**config.mk**
```make
export PLATFORM = sky130hd
export DESIGN_NAME = mole_ctrl
export DESIGN_NICKNAME = d
export VERILOG_FILES = /design/src/rtl/mole_ctrl.sv
export SDC_FILE = /design/constraint.sdc
export NUM_CORES = 1
export LEC_CHECK = 0
export ABC_AREA = 1
export BUFFER_PORTS_ARGS = -buffer_cell sky130_fd_sc_hd__buf_2
export CAP_MARGIN = 25
export CORE_UTILIZATION = 54
export CTS_BUF_LIST = sky130_fd_sc_hd__clkbuf_4 sky130_fd_sc_hd__clkbuf_8
export CTS_CLUSTER_DIAMETER = 100
export DETAILED_ROUTE_END_ITERATION = 6
export GPL_TIMING_DRIVEN = 0
export PLACE_DENSITY_LB_ADDON = 0.2
export SLEW_MARGIN = 40
export SYNTH_ARGS = -nofsm -noshare
export SYNTH_HDL_FRONTEND = slang
export SYNTH_SLANG_ARGS = --single-unit
export TNS_END_PERCENT = 100
```
**constraint.sdc**
```tcl
create_clock -name clk -period 5.43 [get_ports clk]
set_input_delay 1.086 -clock clk [delete_from_list [all_inputs] [get_ports clk]]
set_output_delay 1.086 -clock clk [all_outputs]
set_load 0.005 [all_outputs]
```
**src/rtl/mole_ctrl.sv**
```systemverilog
`default_nettype none
// ============================================================================
//  Module      : mole_ctrl
//  Description : Whack-a-mole round sequencer. It requests a random mole mask,
//                shows it for a fixed tick window and scores button presses.
//  Revision    : 1.0 - initial release
// ============================================================================
module mole_ctrl #(
    parameter int UP_TICKS  = 1000,
    parameter int GAP_TICKS = 250,
    parameter int ROUNDS    = 20,
    parameter int RAND_LAT  = 2
) (
    input  logic        clk,
    input  logic        reset,
    input  logic        tick,
    input  logic        start,
    input  logic [17:0] random_value,
    input  logic [17:0] buttons,
    output logic        change,
    output logic [17:0] leds,
    output logic [9:0]  score,
    output logic [7:0]  misses,
    output logic [7:0]  round_no,
    output logic        game_over
);

    localparam int c_UP_W  = (UP_TICKS  > 2) ? $clog2(UP_TICKS)  : 1;
    localparam int c_GAP_W = (GAP_TICKS > 2) ? $clog2(GAP_TICKS) : 1;
    localparam int c_LAT_W = (RAND_LAT  > 2) ? $clog2(RAND_LAT)  : 1;

    localparam logic [c_UP_W-1:0]  c_UP_LAST  = c_UP_W'((UP_TICKS  > 0) ? UP_TICKS  - 1 : 0);
    localparam logic [c_GAP_W-1:0] c_GAP_LAST = c_GAP_W'((GAP_TICKS > 0) ? GAP_TICKS - 1 : 0);
    localparam logic [c_LAT_W-1:0] c_LAT_LAST = c_LAT_W'((RAND_LAT  > 0) ? RAND_LAT  - 1 : 0);
    localparam bit                 c_UP_ZERO  = (UP_TICKS  == 0);
    localparam bit                 c_GAP_ZERO = (GAP_TICKS == 0);
    localparam bit                 c_LAT_ZERO = (RAND_LAT  == 0);
    localparam logic [7:0]         c_ROUNDS   = 8'(ROUNDS);

    typedef enum logic [2:0] {
        S_IDLE = 3'd0,
        S_REQ  = 3'd1,
        S_WAIT = 3'd2,
        S_SHOW = 3'd3,
        S_GAP  = 3'd4,
        S_OVER = 3'd5
    } state_t;

    state_t               r_state,   w_state_nxt;
    logic [17:0]          r_leds,    w_leds_nxt;
    logic [9:0]           r_score,   w_score_nxt;
    logic [7:0]           r_misses,  w_misses_nxt;
    logic [7:0]           r_round,   w_round_nxt;
    logic [c_UP_W-1:0]    r_up,      w_up_nxt;
    logic [c_GAP_W-1:0]   r_gap,     w_gap_nxt;
    logic [c_LAT_W-1:0]   r_wait,    w_wait_nxt;
    logic [17:0]          r_btn_prev;

    logic [17:0] w_edges;
    logic [17:0] w_hits;
    logic [17:0] w_wrong;
    logic [17:0] w_leds_after;
    logic        w_up_done;
    logic        w_gap_done;
    logic        w_wait_done;
    logic        w_timeout_miss;
    logic [10:0] w_score_sum;
    logic [9:0]  w_miss_sum;

    function automatic logic [4:0] popcount18(input logic [17:0] v);
        logic [4:0] n;
        n = '0;
        for (int i = 0; i < 18; i++) begin
            n = n + 5'(v[i]);
        end
        return n;
    endfunction

    // Press evaluation: hits clear their LEDs first so a timeout in the same
    // cycle only penalises moles that are still lit afterwards.
    always_comb begin
        w_edges        = buttons & ~r_btn_prev;
        w_hits         = '0;
        w_wrong        = '0;
        if (r_state == S_SHOW) begin
            w_hits  = w_edges & r_leds;
            w_wrong = w_edges & ~r_leds;
        end
        w_leds_after   = r_leds & ~w_hits;
        w_up_done      = c_UP_ZERO  || (tick && (r_up  == c_UP_LAST));
        w_gap_done     = c_GAP_ZERO || (tick && (r_gap == c_GAP_LAST));
        w_wait_done    = c_LAT_ZERO || (r_wait == c_LAT_LAST);
        w_timeout_miss = (r_state == S_SHOW) && (r_leds != '0) && w_up_done && (w_leds_after != '0);
        w_score_sum    = {1'b0, r_score} + 11'(popcount18(w_hits));
        w_miss_sum     = {2'b00, r_misses} + 10'(popcount18(w_wrong)) + 10'(w_timeout_miss);
    end

    always_comb begin
        w_state_nxt  = r_state;
        w_leds_nxt   = r_leds;
        w_score_nxt  = r_score;
        w_misses_nxt = r_misses;
        w_round_nxt  = r_round;
        w_up_nxt     = r_up;
        w_gap_nxt    = r_gap;
        w_wait_nxt   = r_wait;
        change       = 1'b0;
        game_over    = 1'b0;

        case (r_state)
            S_IDLE, S_OVER: begin
                game_over = (r_state == S_OVER);
                if (start) begin
                    w_state_nxt  = S_REQ;
                    w_score_nxt  = '0;
                    w_misses_nxt = '0;
                    w_round_nxt  = '0;
                end
            end
            S_REQ: begin
                change      = 1'b1;
                w_round_nxt = r_round + 8'd1;
                w_wait_nxt  = '0;
                w_state_nxt = S_WAIT;
            end
            S_WAIT: begin
                if (w_wait_done) begin
                    w_leds_nxt  = (random_value == '0) ? 18'h00001 : random_value;
                    w_up_nxt    = '0;
                    w_state_nxt = S_SHOW;
                end else begin
                    w_wait_nxt = r_wait + 1'b1;
                end
            end
            S_SHOW: begin
                w_score_nxt  = (w_score_sum > 11'd1023) ? 10'd1023 : w_score_sum[9:0];
                w_misses_nxt = (w_miss_sum > 10'd255) ? 8'd255 : w_miss_sum[7:0];
                w_leds_nxt   = w_leds_after;
                if (r_leds == '0) begin
                    w_state_nxt = S_GAP;
                    w_gap_nxt   = '0;
                end else if (w_up_done) begin
                    w_leds_nxt  = '0;
                    w_state_nxt = S_GAP;
                    w_gap_nxt   = '0;
                end else if (tick) begin
                    w_up_nxt = r_up + 1'b1;
                end
            end
            S_GAP: begin
                if (w_gap_done) begin
                    w_state_nxt = (r_round < c_ROUNDS) ? S_REQ : S_OVER;
                end else if (tick) begin
                    w_gap_nxt = r_gap + 1'b1;
                end
            end
            default: begin
                w_state_nxt = S_IDLE;
                w_leds_nxt  = '0;
            end
        endcase
    end

    always_ff @(posedge clk) begin
        if (!reset) begin
            r_state    <= S_IDLE;
            r_leds     <= '0;
            r_score    <= '0;
            r_misses   <= '0;
            r_round    <= '0;
            r_up       <= '0;
            r_gap      <= '0;
            r_wait     <= '0;
            r_btn_prev <= '0;
        end else begin
            r_state    <= w_state_nxt;
            r_leds     <= w_leds_nxt;
            r_score    <= w_score_nxt;
            r_misses   <= w_misses_nxt;
            r_round    <= w_round_nxt;
            r_up       <= w_up_nxt;
            r_gap      <= w_gap_nxt;
            r_wait     <= w_wait_nxt;
            r_btn_prev <= buttons;
        end
    end

    assign leds     = r_leds;
    assign score    = r_score;
    assign misses   = r_misses;
    assign round_no = r_round;

endmodule
`default_nettype wire

```
==> metrics.txt, run 1 <==
clock-pin slew on the worst setup and hold paths 80 ps; CTS tree built; number of global-route vias before repair 5657; root buf cell clkbuf_8; final RePlAce weighted congestion 0.9641; GRT Residual Overflow 0; first-pass GRT wire length 26820 µm; clk_skew 9.153 ps; fillers 1063; most frequent CP cell fa_1; Sw Share 40.95%; FF-to-FF path depth 21; clock sinks 84; Critical-path top delay cell fa_1; initial antenna violation count 0; Worst EP arrival 5530 ps; drt drc 0; Compound-Gate Fraction of Synth Area 9.352%; CP max stage delay 590 ps; Critical Path Sink Type register; Finished Core Util 64.08%; proportion of synthesized area in mux cells 0%; ratio of cells with drive above 1 in the final layout 15.24%; final setup margin 197.7 ps; final setup fails 0; final hold viol count 0; Top FF cell, synth dfxtp_1; minimum clock period 5232 ps; commonest non-fill, non-tap cell in the layout nand2_1; Max-Cap Viols 0; post-DP HPWL 12310 µm; Post-synth EDFFs 0; Cells on Worst Hold Path 2; remaining antenna violation count 0; slew margin rel. 50.71%; Syn Std Cell Area 6101 µm²; final WL 16230 µm; drt via density 5.321; CTS H-tree depth 3; Place WS -397.8 ps; Pint 1.163 mW; WS Path Type register to register; I/O Buffers 85; initial DRC count 527; unrepaired setup endpoints after global routing false; worst path cell trace nand3_4 > inv_2 > buf_6 > buf_6 > nand2_1 > nor2_1 > fa_1 > inv_1 > fa_1 > fa_1 > fa_1 > fa_1 > fa_2 > fa_2 > inv_1 > nand3_1 > nand2_2 > inv_1 > nand2_1 > nand2_1 > a21oi_1; Tot GR Track Use 29.51%; Final Slew Violations 0; combinational cell fraction of total power 38.6%; IO Pins 86; CTS Buffer Depth 2; First-pass DRT Iterations 6; Syn Nets 1028; hold path start r_wait; WHS Endpoint r_wait; Netlist cell types 35; Die Wd 108.3 µm; ANT cells 0; Row Count 38; Crit Reg-Reg Endpoint score[0]; setup slack, reg-to-reg 200 ps; post-synthesis instance total 931; Max Fclk 191.1 MHz; final net count 1123; Worst-Margin Slew 739.3 ps; most frequent cells in the layout 281 x nand2_1, 121 x inv_1, 96 x nor2_1; sequential share of power 36.2%; sequential element share of the synthesized area 27.56%; status completed; CP Launch Type register; worst-skew pair later-pin latency 370 ps; Synth Area in Simple Gates 36.18%; largest family of logic cells by synthesized area simple AND/OR/NAND/NOR gates; fin crit share 96.36%; worst IR drop on VDD 0.1504 mV; largest net degree at the start of global routing 20; switching power 806.4 µW; Worst R2R Start r_state[1]; full die area 11730 µm²; power density cells 281.0 nW/µm²; clock power share 25.2%; Seq cells post-synth 84; XOR/XNOR Fraction of Synth Area 1.723%; critical path data required time 5730 ps; routed vias 6226; worst-path fanout max 10; area of the core 10940 µm²; syn_area_per_cell 6.553 µm²; hold-fix buffers at CTS 0; Initial Util 55.79%; Hold WC Path Type register to register; Pleak 3.448 nW; Post-Synth Adder-Cell Area 15.01%; cts bufs inserted 9; synth-to-layout area growth 14.87%; Routed WL per cell 13.87 µm; die height 108.3 µm; ys async rst share 0%; Power, Total 1.969 mW; synth warn 0
## metal layers
layer / GRT usage [%] / share of wire [%]
met1: 39.91 / 46
met2: 46.77 / 44
met3: 5.847 / 7.5
met4: 10.52 / 2.4
met5: 0 / 0
## timing repair
item / CTS / global route
setup endpoints to repair: 18 / 18
buffers inserted: 1 / 0
pin swaps: 0 / 2
gates resized for setup: 18 / 13
## per-stage QoR
step / cells / TNS [ps] / hold WS (ps) / cell area (µm²)
floorplan: 931 / 0 / 449.1 / 6101
global placement: 1156 / -5111 / 465.2 / 6701
detailed placement: 1156 / -5670 / 474.2 / 6701
CTS: 1171 / 0 / 486.4 / 6970
global route: 1170 / 0 / 504.2 / 7008
finish: 1170 / 0 / 486.5 / 7008
## critical path: cells and delay by family, from the launching register on
kind                     cells  cell delay [ps]
adder cells (fa/ha/maj)      7             3210
AND/OR/NAND/NOR              7              690
buffers and inverters        6              690
flip-flops                   1              430
AO/OA/AOI/OAI                1              130
## cell families after synthesis
group                    after synthesis
adder cells (fa/ha/maj)               57
buffers and inverters                155
flip-flops                            84
AND/OR/NAND/NOR                      511
AO/OA/AOI/OAI                        112
XOR/XNOR                              12
## state kept, by name, indices dropped and copies added, names as in the netlist
name and cells:
leds 18, r_btn_prev 18, r_up 10, score 10, misses 8, r_gap 8
round_no 8, r_state 3, r_wait 1
## cell usage after synthesis (all sizes together), types with 16 or more instances
| library cell | count | area share, % |
|---|---|---|
| nand2 | 287 | 18 |
| inv | 128 | 7.9 |
| nor2 | 99 | 6.1 |
| dfxtp | 84 | 28 |
| nand3 | 73 | 6.9 |
| a21oi | 71 | 5.8 |
| o21ai | 36 | 3.0 |
| ha | 30 | 6.2 |
| fa | 27 | 8.9 |
| nand4 | 21 | 2.2 |
| buf | 16 | 1.6 |
| nor3 | 16 | 1.3 |
## power by group through the flow
stage	combinational, mW	sequential [mW]	clock [mW]
final	0.760	0.714	0.496
after global routing	0.857	0.720	0.533
after CTS	0.752	0.709	0.507
after detailed placement	0.734	0.721	0
after global placement	0.731	0.720	0
after floorplan	0.537	0.710	0
## layout make-up
cell class	instances	area (µm²)	share of cell area, %
well taps	140	175.2	2.500
plain buffers	23	143.9	2.053
clock buffers	10	131.4	1.875
clock inverters	5	77.57	1.107
flip-flops and latches	84	1685	24.05
multi-input cells	692	3874	55.28
inverters	130	488.0	6.963
repair buffers	86	432.9	6.177
## how the worst max path moves through the flow
stage | startpoint | end | cells after the start
floorplan | buttons[14] | score[8] | 18
global placement | buttons[4] | score[7] | 18
detailed placement | r_state[2] | score[0] | 20
CTS | r_state[2] | score[1] | 20
global route | buttons[8] | score[8] | 17
finish | r_state[1] | score[0] | 21
Note: power is estimated with default switching activity, not from simulation.
==> run 2, diff against run 1 <==
--- a/config.mk
+++ b/config.mk
@@ -8,6 +8,7 @@
 export ABC_AREA = 1
 export BUFFER_PORTS_ARGS = -buffer_cell sky130_fd_sc_hd__buf_2
 export CAP_MARGIN = 25
+export CORE_ASPECT_RATIO = 2
 export CORE_UTILIZATION = 54
 export CTS_BUF_LIST = sky130_fd_sc_hd__clkbuf_4 sky130_fd_sc_hd__clkbuf_8
 export CTS_CLUSTER_DIAMETER = 100
==> run 2 against run 1 <==
  * Clock power decreased by 5.2%
  * Clock-buffer cell count increased by 1
  * Sequential share of layout area about the same
  * First-iteration DRC count decreased by 23%
  * Cell count increased by 0.34%
  * Global-route usage increased by 1.5 points
  * Combinational power increased by 1%
  * Via count increased by 1.1%
  * Power decreased by 0.75%
  * Largest cell class unchanged
  * Largest power group unchanged
==> metrics.txt, run 2 (synthesis results as in run 1) <==
Pleak 3.446 nW (about the same); combinational cell fraction of total power 39.3% (+0.7 points); CP Launch Type input port; met2 routed WL 9346 µm (+30%); CP max stage delay 540 ps (-50 ps); worst path cell trace buf_2 > inv_1 > nor2_2 > inv_2 > nor3_2 > fa_1 > inv_1 > fa_2 > fa_1 > fa_1 > fa_1 > fa_2 > fa_2 > inv_2 > nand3_1 > nand2_2 > inv_2 > nand2_1 > nand2_1 > a21oi_1; area of the core 10950 µm² (about the same); Largest delay share family, worst path adder cells; wl on met1 6307 µm (-15%); Critical Path Sink Type register; Cells on Worst Hold Path 2 (unchanged); DP Cell Count 1156 (unchanged); initial antenna violation count 2 (+2); most frequent cells in the layout 281 x nand2_1, 118 x inv_1, 94 x nor2_1; status completed; worst-skew pair later-pin latency 370 ps (about the same); post-DP HPWL 13920 µm (+13%); root buf cell clkbuf_8; hold-fix buffers at CTS 0 (unchanged); Top Layer Used met4; drt via density 5.359 (+0.72%); number of global-route vias before repair 6117 (+8.1%); Placed Area 6701 µm² (unchanged); Sw Share 42.20% (+1.2 points); Worst EP arrival 5510 ps (-20 ps); cts bufs inserted 9 (unchanged); WS Path Type input port to register; Routed WL per cell 14.79 µm (+6.6%); Worst Path Buf+Inv 6 (unchanged); first-pass GRT wire length 28620 µm (+6.7%); Max Fclk 191.7 MHz (+0.30%); Pint 1.130 mW (-2.8%); worst-path fanout max 5 (-5); drt drc 0 (unchanged); IO Pins 86 (unchanged); FF-to-FF path depth 24 (+14%); full die area 11750 µm² (+0.22%); most frequent CP cell fa_1; Crit Reg-Reg Endpoint misses[3]; CTS Buffer Depth 2 (unchanged); largest net degree at the start of global routing 29 (+45%); routed vias 6292 (+1.1%); WHS Endpoint r_wait; die height 152.3 µm (+41%); slew margin rel. 50.42% (-0.29 points); fin crit share 96.07% (-0.29 points); Max-Cap Viols 0 (unchanged); Worst R2R Start r_state[2]; worst IR drop on VDD 0.1431 mV (-4.9%); remaining antenna violation count 0 (unchanged); GRT Residual Overflow 0 (unchanged); Final Slew Violations 0 (unchanged); ratio of cells with drive above 1 in the final layout 15.79% (+0.55 points); clock sinks 84 (unchanged); setup slack, reg-to-reg 260 ps (+60 ps); clock power share 24.0% (-1.2 points); hold path start r_wait; sequential share of power 36.6% (+0.4 points); final WL 17360 µm (+7.0%); CTS H-tree depth 3 (unchanged); Hold WC Path Type register to register; Critical-path top delay cell fa_1; minimum clock period 5216 ps (-15.84 ps); final hold viol count 0 (unchanged); final RePlAce weighted congestion 0.9346 (-3.1%); Layout Cells excl Fill 1174 (+0.34%); Die Wd 77.16 µm (-29%); clock-pin slew on the worst setup and hold paths 80 ps (about the same); Row Count 54 (+42%); First-pass DRT Iterations 5 (-1); final setup fails 0 (unchanged); CTS tree built; final net count 1124 (+0.089%); I/O Buffers 85 (unchanged); initial DRC count 405 (-23%); Worst-Margin Slew 743.7 ps (+4.395 ps); switching power 824.8 µW (+2.3%); commonest non-fill, non-tap cell in the layout nand2_1; Detail Route met3 WL 697 µm (-43%); clk_skew 16.45 ps (+7.293 ps); Initial Util 55.74% (about the same); Tot GR Track Use 31.00% (+1.5 points); synth-to-layout area growth 14.97% (about the same); power density cells 278.7 nW/µm² (-0.84%); critical path data required time 5730 ps (about the same); design area 7014 µm² (about the same)
## run 2: cell count changes in the layout (fill, tap and decap cells not counted), sizes merged
cell and delta:
clkinv -2, clkbuf +1, diode +2, buf +1
clkinvlp +2, inv +1, bufinv -1
## run 2: repair_timing
action,in CTS,in global routing
gates resized for setup,17,19
pin swaps,0,10
setup buffers,0,3
setup endpoints to repair,18,18
## run 2: metrics by stage
step	total power, mW	utilization (%)	hold slack [ps]	setup WS [ps]	setup TNS [ps]
2_1_floorplan	1.247	-	449.1	123.5	0
3_3_place_gp	1.464	61.23	457.8	-435.1	-6301
3_5_place_dp	1.471	61.23	464.1	-481.9	-6957
4_1_cts	1.946	63.39	477.2	17.48	0
5_1_grt	2.076	64.08	494.9	-45.99	-216.2
6_report	1.955	64.08	477.1	213.6	0
## run 2: worst register-to-register path: stages, from the launching register on
cell and delay (ps):
dfxtp_2 360, inv_2 90, nand3_4 120, inv_4 100
buf_6 150, buf_6 150, nand3_1 110, fa_1 540
inv_1 50, fa_1 500, inv_1 50, fa_1 500
fa_1 460, fa_1 500, inv_1 70, ha_1 190
inv_1 60, fa_1 390, inv_1 90, nand4_1 110
nand3_2 130, nand3_4 110, nand2_1 100, nand2_1 50
a21oi_1 110
## run 2: worst max path at each step
stage / cells after the start / startpoint / to
2_1_floorplan: 18 / buttons[14] / score[8]
3_3_place_gp: 20 / buttons[6] / misses[3]
3_5_place_dp: 20 / r_state[2] / score[1]
4_1_cts: 20 / buttons[6] / misses[3]
5_1_grt: 20 / buttons[10] / score[4]
6_report: 20 / buttons[10] / score[1]
## run 2: final cells by class
cell class                 count  area (µm²)
antenna                        2       5.005
timing repair buffer          88       447.9
sequential                    84        1688
tap                          140       175.2
multi-input combinational    692        3871
fill                        1095        3931
clock inverter                 5       61.31
inverter                     130       490.5
buffer                        22       136.4
clock buffer                  11       138.9
## run 2: layer usage
layer	up-vias	GRT usage, %
li1	3150	-
met1	2866	32.07
met2	214	57.44
met3	62	3.713
met4	0	19.41
met5	-	0
## run 2: power groups by stage
stage                     registers, mW  logic (mW)  clock network (mW)
final                             0.716       0.769               0.470
after global placement            0.720       0.743                   0
after floorplan                   0.710       0.537                   0
after CTS                         0.713       0.761               0.473
after global routing              0.723       0.853               0.500
after detailed placement          0.721       0.749                   0
==> run 3, diff against run 2 <==
--- a/config.mk
+++ b/config.mk
@@ -5,7 +5,7 @@
 export SDC_FILE = /design/constraint.sdc
 export NUM_CORES = 1
 export LEC_CHECK = 0
-export ABC_AREA = 1
+export ABC_AREA = 0
 export BUFFER_PORTS_ARGS = -buffer_cell sky130_fd_sc_hd__buf_2
 export CAP_MARGIN = 25
 export CORE_ASPECT_RATIO = 2
@@ -15,7 +15,7 @@
 export DETAILED_ROUTE_END_ITERATION = 6
 export GPL_TIMING_DRIVEN = 0
 export PLACE_DENSITY_LB_ADDON = 0.2
-export SLEW_MARGIN = 40
+export SLEW_MARGIN = 10
 export SYNTH_ARGS = -nofsm -noshare
 export SYNTH_HDL_FRONTEND = slang
 export SYNTH_SLANG_ARGS = --single-unit
==> run 3 against run 2 <==
  * The flow now finishes with violations (negative setup slack)
  * Combinational power decreased by 42%
  * Core utilization increased by 3.9 points
  * Power decreased by 15%
  * Non-clock buffer count increased by 16
  * Cell area decreased by 5.3%
  * First-iteration DRC count decreased by 26%
  * Largest cell class unchanged
  * Clock skew decreased by 6.2 ps
  * Via count decreased by 17%
  * Critical path type is now register to register
==> metrics.txt, run 3 <==
worst-path fanout max 7 (+2); full die area 10500 µm² (-11%); Max Fclk 181.3 MHz (-5.4%); Top FF cell, synth dfxtp_1; DP Cell Count 841 (-27%); First-pass DRT Iterations 5 (unchanged); clock sinks 84 (unchanged); sequential element share of the synthesized area 30.92% (+3.4 points); Worst Path Buf+Inv 3 (-3); worst IR drop on VDD 0.1731 mV (+21%); final setup fails 9 (+9); Layout Cells excl Fill 878 (-25%); share of the synthesized area in the top cell type 30.92% (+3.4 points); area of the core 9763 µm² (-11%); post-synthesis instance total 624 (-33%); ratio of cells with drive above 1 in the final layout 25.77% (+10 points); synth warn 0 (unchanged); Setup TNS -408.6 ps (-408.6 ps); minimum clock period 5515 ps (+298.3 ps); root buf cell clkbuf_8; routed vias 5210 (-17%); remaining antenna violation count 0 (unchanged); I/O Buffers 85 (unchanged); Pint 1.120 mW (-0.85%); post-DP HPWL 12270 µm (-12%); critical path data required time 5710 ps (-20 ps); CP max stage delay 610 ps (+70 ps); largest net degree at the start of global routing 14 (-52%); most frequent CP cell fa_1; final net count 837 (-26%); synth cell count leaders 84 x dfxtp_1, 57 x nand2_1, 55 x nor2_1, 41 x inv_1; worst-skew pair later-pin latency 370 ps (about the same); Seq cells post-synth 84 (unchanged); Final Slew Violations 0 (unchanged); worst path cell trace and2b_2 > nand2_4 > buf_12 > nor3b_4 > nand2_1 > fa_1 > fa_1 > fa_1 > fa_2 > fa_1 > inv_2 > ha_4 > inv_2 > fa_2 > nor2b_1 > o21a_1 > o21a_1 > o211ai_1 > a21oi_1 > a211oi_1; Critical Path Sink Type register; ys async rst share 0% (unchanged); Pleak 2.882 nW (-16%); slew margin rel. 49.70% (-0.73 points); Syn Nets 721 (-30%); Hold WC Path Type register to register; Cells on Worst Hold Path 2 (unchanged); Power, Total 1.656 mW (-15%); GRT Residual Overflow 0 (unchanged); CP Launch Type register; Syn Std Cell Area 5438 µm² (-11%); final WL 16350 µm (-5.8%); Netlist cell types 72 (+110%); final setup margin -84.75 ps (-298.3 ps); switching power 535.8 µW (-35%); die height 143.9 µm (-5.5%); combinational cell fraction of total power 26.9% (-12 points); status finished with violations; Max-Cap Viols 0 (unchanged); WS Path Type register to register; FF-to-FF path depth 20 (-17%); initial DRC count 298 (-26%); Critical-path top delay cell fa_1; clk_skew 10.23 ps (-6.222 ps); Die Wd 72.96 µm (-5.4%); synth top area cells dfxtp_1 31%, fa_1 9.9%, ha_1 6.9%; power density cells 249.4 nW/µm² (-11%); hold-fix buffers at CTS 0 (unchanged); final RePlAce weighted congestion 0.9276 (-0.75%); Multi-input gate area 3651 µm² (-5.7%); IO Pins 86 (unchanged); Initial Util 55.70% (about the same); CTS H-tree depth 3 (unchanged); Routed WL per cell 18.62 µm (+26%); number of global-route vias before repair 5333 (-13%); first-pass GRT wire length 26300 µm (-8.1%); Post-synth EDFFs 0 (unchanged); leading area contributor after synthesis dfxtp_1; Worst-Margin Slew 750.5 ps (+6.790 ps); drt via density 5.934 (+11%); Tot GR Track Use 33.45% (+2.5 points); most frequent cells in the layout 87 x buf_2, 82 x dfxtp_1, 55 x nand2_1; unrepaired setup endpoints after global routing true; drt drc 0 (unchanged); clock power share 32.7% (+8.7 points); top-count cell post-synth dfxtp_1; Worst EP arrival 5800 ps (+290 ps); CTS Buffer Depth 2 (unchanged); sequential share of power 40.4% (+3.8 points); cts bufs inserted 9 (unchanged); initial antenna violation count 0 (-2); fillers 798 (-27%); Critical Path Stages 20 (unchanged); syn_area_per_cell 8.714 µm² (+33%); Row Count 51 (-5.6%); clock-pin slew on the worst setup and hold paths 90 ps (about the same); FF+latch area 1687 µm² (about the same); fin crit share 101.6% (+5.5 points); commonest non-fill, non-tap cell in the layout buf_2; CTS tree built; final hold viol count 0 (unchanged); Sw Share 32.35% (-9.8 points); Largest delay share family, worst path adder cells; synth-to-layout area growth 22.14%; violated checks negative setup slack
## run 3: changes by cell type in the layout (fill, tap and decap cells not counted), sizes merged, moves of 13 or more
cell   change
nand2    -229
a22o      +13
nor2      -43
inv       -88
a21oi     -41
and2      +22
nand3     -62
## run 3: metrics by stage
stage / cell area, µm² / util [%] / hold WS [ps] / worst slack, ps
detailed placement: 6065 / 62.12 / 464.3 / -666.8
floorplan: 5474 / - / 465.1 / -85.27
finish: 6641 / 68.03 / 477.6 / -84.75
CTS: 6543 / 67.01 / 479.3 / -39.75
global placement: 6065 / 62.12 / 456.7 / -594.4
global route: 6639 / 68.00 / 509.2 / -248.9
## run 3: tightest hold or removal path: stages (launching register included)
cell	delay (ps)
dfxtp_1	330
nand2_1	50
o21ai_1	50
## run 3: power groups by stage
stage | Clock, mW | Sequential, mW | Combinational [mW]
after floorplan | 0 | 0.673 | 0.260
after global placement | 0 | 0.679 | 0.366
after detailed placement | 0 | 0.680 | 0.375
after CTS | 0.544 | 0.667 | 0.422
after global routing | 0.572 | 0.670 | 0.489
final | 0.542 | 0.668 | 0.446
## run 3: worst paths after layout
path / start / endpoint / slack, ps
max reg2reg: r_state[2] / misses[6] / -80
min: misses[3] / misses[3] / 480
min reg2reg: misses[3] / misses[3] / 480
max: r_state[2] / misses[6] / -80
## run 3: kinds of logic (layout without fill, tap and decap cells)
kind of cell	count (synthesis)	after routing	share of synthesized area [%]
and+or+nand+nor	246	246	24.78
AOI/OAI and AO/OA	149	149	18.50
DFF	84	84	30.92
buffers and inverters	63	184	4.855
adders and majority gates	58	58	17.03
xor gates and xnor gates	23	23	3.704
muxes	1	1	0.2071
other	0	1	0
## run 3: cell type report
cell class,count,area share [%]
Buffer,20,2.280
Antenna cell,1,0.03768
Inverter,42,2.374
Multi-Input combinational cell,477,54.97
Sequential cell,84,25.40
Timing Repair Buffer,106,8.836
Clock inverter,3,1.017
Clock buffer,13,2.600
Tap cell,132,2.487
## run 3: timing repair
item / 4_1_cts / 5_1_grt
endpoints found under the setup margin: 18 / 18
gates cloned: 0 / 0
resized for setup: 41 / 23
pin swaps: 20 / 27
buffers inserted: 16 / 5
endpoints found under the hold margin: 0 / 0
## run 3: layer usage
metal,wire length (µm),vias up,GRT usage (%)
met3,912,43,5.891
met5,0,-,0
met1,6097,2517,36.83
met4,741,0,20.85
met2,8597,215,58.19
li1,-,2435,-
